## src/rtl/lru_evict_drain.sv

```systemverilog
// rtl/lru_evict_drain.sv - LRU queue consumer: pops head on evict/flush, writes back dirty lines.
// Pops are folded into IDLE and DONE so a flush drains back-to-back entries without bubbles.
module lru_evict_drain #(
  parameter int DATAW      = 64,
  parameter int LINE_ADDRW = 26,
  parameter int CNTW       = 16
) (
  input  logic                        clk,
  input  logic                        reset,
  input  logic                        q_empty,
  input  logic [DATAW-1:0]            q_data,
  output logic                        q_pop,
  input  logic                        evict_valid,
  input  logic                        flush_valid,
  output logic                        cmd_ready,
  output logic                        mem_req_valid,
  input  logic                        mem_req_ready,
  output logic [LINE_ADDRW-1:0]       mem_req_addr,
  output logic [DATAW-2-LINE_ADDRW:0] mem_req_data,
  input  logic                        mem_rsp_valid,
  output logic                        done_valid,
  output logic [1:0]                  done_status,
  output logic [LINE_ADDRW-1:0]       done_addr,
  output logic                        flush_done,
  output logic                        busy,
  output logic [CNTW-1:0]             wb_count
);

  localparam int PAYW = DATAW - 1 - LINE_ADDRW;

  typedef enum logic [2:0] {IDLE, POP, WB_REQ, WB_WAIT, DONE, FDONE} state_t;

  state_t              state_q;
  logic [DATAW-2:0]    entry_q;
  logic                flush_q;
  logic [1:0]          status_q;
  logic [CNTW-1:0]     cnt_q;

  logic idle;
  logic take_cmd;
  logic chain_pop;

  assign idle      = (state_q == IDLE);
  assign take_cmd  = idle && (flush_valid || evict_valid);
  assign chain_pop = (state_q == DONE) && flush_q && !q_empty;

  // Gated by reset so nothing is accepted or popped while the block is held in reset
  assign cmd_ready = reset && idle;
  assign q_pop     = reset && ((take_cmd && !q_empty) || chain_pop);

  always_ff @(posedge clk) begin
    if (!reset) begin
      state_q  <= IDLE;
      entry_q  <= '0;
      flush_q  <= 1'b0;
      status_q <= 2'b00;
      cnt_q    <= '0;
    end else begin
      case (state_q)
        IDLE: begin
          if (flush_valid || evict_valid) begin
            flush_q <= flush_valid;
            if (q_empty) begin
              entry_q  <= '0;
              status_q <= 2'b10;
              state_q  <= flush_valid ? FDONE : DONE;
            end else begin
              entry_q <= q_data[DATAW-2:0];
              if (q_data[DATAW-1]) begin
                state_q <= WB_REQ;
              end else begin
                status_q <= 2'b00;
                state_q  <= DONE;
              end
            end
          end
        end
        WB_REQ: begin
          if (mem_req_ready) state_q <= WB_WAIT;
        end
        WB_WAIT: begin
          if (mem_rsp_valid) begin
            if (cnt_q != '1) cnt_q <= cnt_q + CNTW'(1);
            status_q <= 2'b01;
            state_q  <= DONE;
          end
        end
        DONE: begin
          if (flush_q && !q_empty) begin
            entry_q <= q_data[DATAW-2:0];
            if (q_data[DATAW-1]) begin
              state_q <= WB_REQ;
            end else begin
              status_q <= 2'b00;
              state_q  <= DONE;
            end
          end else if (flush_q) begin
            state_q <= FDONE;
          end else begin
            state_q <= IDLE;
          end
        end
        FDONE: begin
          flush_q <= 1'b0;
          state_q <= IDLE;
        end
        default: state_q <= IDLE;
      endcase
    end
  end

  assign busy          = !idle;
  assign mem_req_valid = (state_q == WB_REQ);
  assign mem_req_addr  = entry_q[DATAW-2 -: LINE_ADDRW];
  assign mem_req_data  = entry_q[PAYW-1:0];
  assign done_valid    = (state_q == DONE);
  assign done_status   = status_q;
  assign done_addr     = entry_q[DATAW-2 -: LINE_ADDRW];
  assign flush_done    = (state_q == FDONE);
  assign wb_count      = cnt_q;

  a_no_pop_empty: assert property (@(posedge clk) disable iff (!reset) !(q_pop && q_empty));
  a_no_early_rsp: assert property (@(posedge clk) disable iff (!reset) !((state_q == WB_REQ) && mem_rsp_valid));

endmodule

```

## config.mk

```make
export PLATFORM = sky130hd
export DESIGN_NAME = lru_evict_drain
export DESIGN_NICKNAME = d
export VERILOG_FILES = /design/src/rtl/lru_evict_drain.sv
export SDC_FILE = /design/constraint.sdc
export NUM_CORES = 1
export LEC_CHECK = 0
export BUFFER_PORTS_ARGS = -buffer_cell sky130_fd_sc_hd__buf_2
export CELL_PAD_IN_SITES_DETAIL_PLACEMENT = 2
export CELL_PAD_IN_SITES_GLOBAL_PLACEMENT = 2
export CORE_MARGIN = 3
export CORE_UTILIZATION = 22
export CTS_CLUSTER_DIAMETER = 60
export DETAILED_ROUTE_END_ITERATION = 7
export GPL_TIMING_DRIVEN = 0
export PLACE_DENSITY_LB_ADDON = 0.1
export SKIP_CTS_REPAIR_TIMING = 1
export SYNTH_ARGS = -nofsm -noshare
export SYNTH_HDL_FRONTEND = slang
export SYNTH_SLANG_ARGS = --single-unit
```

## constraint.sdc

```tcl
create_clock -name clk -period 1.5 [get_ports clk]
set_input_delay 0.225 -clock clk [delete_from_list [all_inputs] [get_ports clk]]
set_output_delay 0.225 -clock clk [all_outputs]
set_load 0.1 [all_outputs]
```

Word-level counts from Yosys, hierarchy flattened
Index checks and enable logic that the tools add are counted.

Reduce and logical (&&, ||, !) cells: 20. Multiplexer cells: 21. Add/subtract/negate cells: 1. Equality and inequality tests: 9.

Operators by type and width (count): $mux 63 (3); $pmux 63 s2 (1); $mux 3 (7); $add 16x1->16 const B (1); $ne 16x16->1 const B (1); $pmux 3 s4 (1); $mux 2 (5); $reduce_and 3->1 (3); $logic_and 1x1->1 (7); $eq 3x2->1 const B (2); $eq 3x3->1 const B (2); $ne 2x1->1 const B (3); $pmux 2 s3 (1); $reduce_and 4->1 (1); $reduce_bool 2->1 (2); $logic_not 3->1 (1); $reduce_bool 3->1 (1); $logic_not 1->1 (2); $logic_or 1x1->1 (2); $mux 1 (2); $ne 2x2->1 const B (1); $pmux 1 s2 (1); $reduce_and 2->1 (1).

Bits in registers: 85. Logic and storage cells: 56. Bits of input ports: 71.

Depth between registers and ports, before layout
Depth in word-level cells: 5. Depth in mapped cells: 7. Gate-level depth less buffers: 5.

Least setup slack after synthesis
OpenSTA, ideal clock, no wires.

Path type: reg-to-reg. Start: reg state_q[0]. End: reg flush_q. Library setup time: 0.242 ns. Cell stages (with the launch flop): 4. Arrival: 2.975 ns. Period minus slack after synthesis: 3.216 ns. Data required time: 1.258 ns. Setup slack: -1.716 ns. Cells stage by stage: dfxtp_1 > clkbuf_1 > nor3b_1 > nor3_1.

Longest elaborated chain between the ends: 3. Elaborated cells on any way between the ends: 6. Those cells by class: 2 x eq/ne; 1 x mux; 3 x reduce/logical.

Ends and longest elaborated chain: start, declared (RTL line 33) `state_t state_q;`; start signal, assigned (RTL line 66) `state_q <= flush_valid ? FDONE : DONE;`; $eq 3x3->1 (*); named net flush_done (RTL line 24) `output logic flush_done,`; $reduce_bool 2->1 (no source line); $reduce_and 2->1 (no source line); end signal, assigned (RTL line 62) `flush_q <= flush_valid;`; end, declared (RTL line 35) `logic flush_q;`.

The timed path passes the listed nets; every way through them passes the cells marked *. A chain may end at the register's enable or synchronous reset.

Final worst setup path
Start: reg state_q[0]. End: out q_pop.

Longest elaborated chain between the ends: 5. Elaborated cells on any way between the ends: 8. Those cells by class: 1 x eq/ne; 7 x reduce/logical.

Ends and longest elaborated chain: $eq 3x3->1 / $logic_not 3->1 (equally long branches) (RTL line 45, 43); $logic_and 1x1->1 (on tied branches) (RTL line 45, 44); $logic_and 1x1->1 (on tied branches) (RTL line 45, 49); $logic_or 1x1->1 (*) (RTL line 49) `assign q_pop = reset && ((take_cmd && !q_empty) || chain_pop);`; $logic_and 1x1->1 (*) (RTL line 49); end, declared (RTL line 12) `output logic q_pop,`.

Every way passes the cells marked *; elsewhere a longest branch is shown, timed or not.

==> summary.txt <==
Outcome
  – Outcome: complete, but fails checks
  – Failing checks: setup timing

Global route
  – Maximum number of pins on one net before global-route repair: 15
  – Antenna violations before repair: 0
  – Vias in the first global route: 4292
  – First-pass GRT wire length: 22.7 mm
  – Gr ovfl total: 0
  – All-Layer GR Usage: 15.4%

Yosys
  – Post-Syn Area per Cell: 8.03 µm²
  – Register area share after synthesis: 44.8%
  – Synth cell count leaders: 86 x nand2_1, 85 x dfxtp_1, 79 x a21oi_1, 69 x nand3_1, 26 x buf_4
  – Asr flop ratio synth: 0%
  – Synth Instances: 473
  – Post-synth EDFFs: 0
  – Ys Warns: 0
  – Synth area leaders: dfxtp_1 45%, a21oi_1 10%, nand3_1 9.1%
  – Top_reg_cell synth: dfxtp_1
  – Unique cell type count in the Yosys netlist: 46
  – Syn_nets: 545
  – Synth Register Bits: 85
  – Synth area leader: dfxtp_1
  – Synth top area share: 44.8%
  – Most frequent cell after synthesis: nand2_1
  – Synthesized area: 3800 µm²

Final layout
  – Fill count: 1921
  – Area Growth Syn to Fin: 62.5%
  – Fin util: 36.8%
  – Final Non-Filler Cells: 919
  – Layout cell share with drive strength beyond 1: 54.1%
  – Antenna Cells: 0
  – Final nets: 766

Power and ir drop
  – Comb pwr share: 47.7%
  – Final Power: 0.00920 W
  – Power per Cell Area: 1490 nW/µm²
  – Internal: 0.00474 W
  – Switching power share of the total: 48.4%
  – Worst VDD drop: 0.000592 V
  – Static Leak: 2.71 nW
  – Psw: 0.00445 W
  – Reg power frac: 28.4%
  – Clock share of power: 23.9%

Floorplan
  – Row count: 47
  – Initial Util: 22.7%
  – Core area: 16800 µm²
  – Die width: 137 µm
  – # IOs: 184
  – Die area: 18900 µm²
  – Vert. Die Dim: 137 µm

CTS
  – CTS sink cnt: 85
  – Worst-skew pair later-pin latency: 0.34 ns
  – Number of CTS-inserted buffers: 9
  – CTS tree: built
  – CTS root buffer: clkbuf_16
  – Clk slew on worst S/H paths: 0.06 ns
  – Max clock buf depth: 2
  – Htree depth: 3

Worst setup path
  – Startpoint types: flip-flop
  – Slowest CP cell: dfxtp_2
  – Critical Path Start: state_q[0]
  – WP buf/inv: 2
  – CP required: 1.27 ns
  – Reg2reg start: state_q[0]
  – CP cell instances: or2_1, buf_6, a211oi_4, o311a_4, buf_12
  – Max FO, Critical Path: 5
  – CP max stage delay: 0.34 ns
  – CP endpoint kind: output pin
  – Crit path kind: reg -> out
  – CP delay by family, top: compound AO/OA/AOI/OAI gates
  – CP arrival: 1.70 ns

STA
  – Fin worst setup slack: -0.426 ns
  – Hold Slack: 0.129 ns
  – Count of pins over their slew limit: 0
  – Final Hold Violating Endpoints: 0
  – Fmax: 519 MHz
  – Final setup vio count: 79
  – Slew headroom: 56.7%
  – RSZ-0062 raised after global routing: true
  – Clock Skews: 0.00738 ns
  – Post-Route Setup TNS: -12.16 ns
  – Final Cycle Share: 128%
  – Fin crit period: 1.93 ns
  – Pin slew with the least headroom to its limit: 0.649 ns

Routing
  – WL final: 15.8 mm
  – Initial DRC Count: 71
  – Routed vias: 4249
  – DRC: 0
  – DR WL/cell: 17.2 µm
  – DR vias/cell: 4.62
  – 1st-pass router iterations: 4
  – Routed Antenna Nets: 0

Run
  – Max cap viols: 0

Placed design
  – Gpl congestion: 0.755
  – Placed cells: 875
  – DP HPWL: 11.6 mm
  – I/O Buffers: 182

Hold path
  – Hold Startpoint: q_data[59]
  – Hold Path Class: in -> reg
==> worst min-delay path, stage by stage <==
cell and delay [ns]:
buf_2 0.10, nand3_1 0.05, a21oi_1 0.06
==> kinds of logic after synthesis <==
kind of cell,after synthesis,share of synthesized area (%)
adders and majority gates,1,0.329
muxes,10,2.64
buffers and inverters,70,10.3
xor gates and xnor gates,1,0.231
DFF,85,44.8
and+or+nand+nor,200,25.9
AOI/OAI and AO/OA,106,15.8
==> power by group through the flow <==
stage	registers [W]	clock network [W]	logic [W]
6_report	0.00261	0.00220	0.00439
5_1_grt	0.00264	0.00240	0.00463
4_1_cts	0.00261	0.00229	0.00399
3_5_place_dp	0.00266	0	0.00399
3_3_place_gp	0.00265	0	0.00393
2_1_floorplan	0.00407	0	0.00179
==> layout make-up <==
| class | count | area, µm² | share of cell area [%] |
|---|---|---|---|
| Tap cell | 220 | 275 | 4.46 |
| Sequential cell | 85 | 1800 | 29.2 |
| Timing Repair Buffer | 210 | 1240 | 20.1 |
| Clock inverter | 4 | 30.0 | 0.487 |
| Multi-Input combinational cell | 318 | 2040 | 33.1 |
| Inverter | 7 | 32.5 | 0.527 |
| Buffer | 63 | 495 | 8.03 |
| Clock buffer | 12 | 256 | 4.16 |
==> path summary, 6_finish.rpt <==
path / end / slack (ns) / depth (start not counted)
hold reg to reg: entry_q[6] / 0.45 / 2
setup reg to reg: done_status[1] / -0.24 / 6
setup / recovery: q_pop / -0.43 / 5
hold / removal: entry_q[59] / 0.13 / 3
==> state kept, by name, indices dropped and copies added (netlist names) <==
name	cells
state_q	3
wb_count	16
entry_q	63
done_status	2
flush_q	1
==> metal layers <==
| layer | up-vias | wire length, µm | track usage [%] | part of all wire, % |
|---|---|---|---|---|
| li1 | 2071 | - | - | - |
| met1 | 2064 | 6780 | 19.0 | 43 |
| met2 | 102 | 8110 | 27.2 | 51 |
| met3 | 12 | 711 | 2.59 | 4.5 |
| met4 | 0 | 192 | 4.82 | 1.2 |
| met5 | - | 0 | 0 | 0 |
==> cells in the final DEF (no fill, tap or decap), types with 3 or more instances in the layout <==
cell,instances
mux2i_1,10
buf_4,55
nand2_1,86
nand2b_1,9
inv_4,3
nand4_1,4
buf_2,178
clkbuf_1,8
dfxtp_2,28
nand3_1,66
dfxtp_4,17
dfxtp_1,40
buf_8,3
buf_12,6
a21oi_1,58
buf_6,17
a21oi_2,16
clkbuf_2,5
nand3b_1,3
clkbuf_8,3
clkbuf_16,9
a21oi_4,6
or4_1,4
inv_1,4
==> metrics by stage <==
| stage | setup slack [ns] | area (µm²) |
|---|---|---|
| CTS | -0.726 | 5520 |
| floorplan | -0.587 | 4050 |
| global placement | -0.490 | 5230 |
| global route | -0.500 | 6170 |
| finish | -0.426 | 6170 |
| detailed placement | -0.498 | 5230 |
No activity file was read; power rests on OpenSTA's default activity.
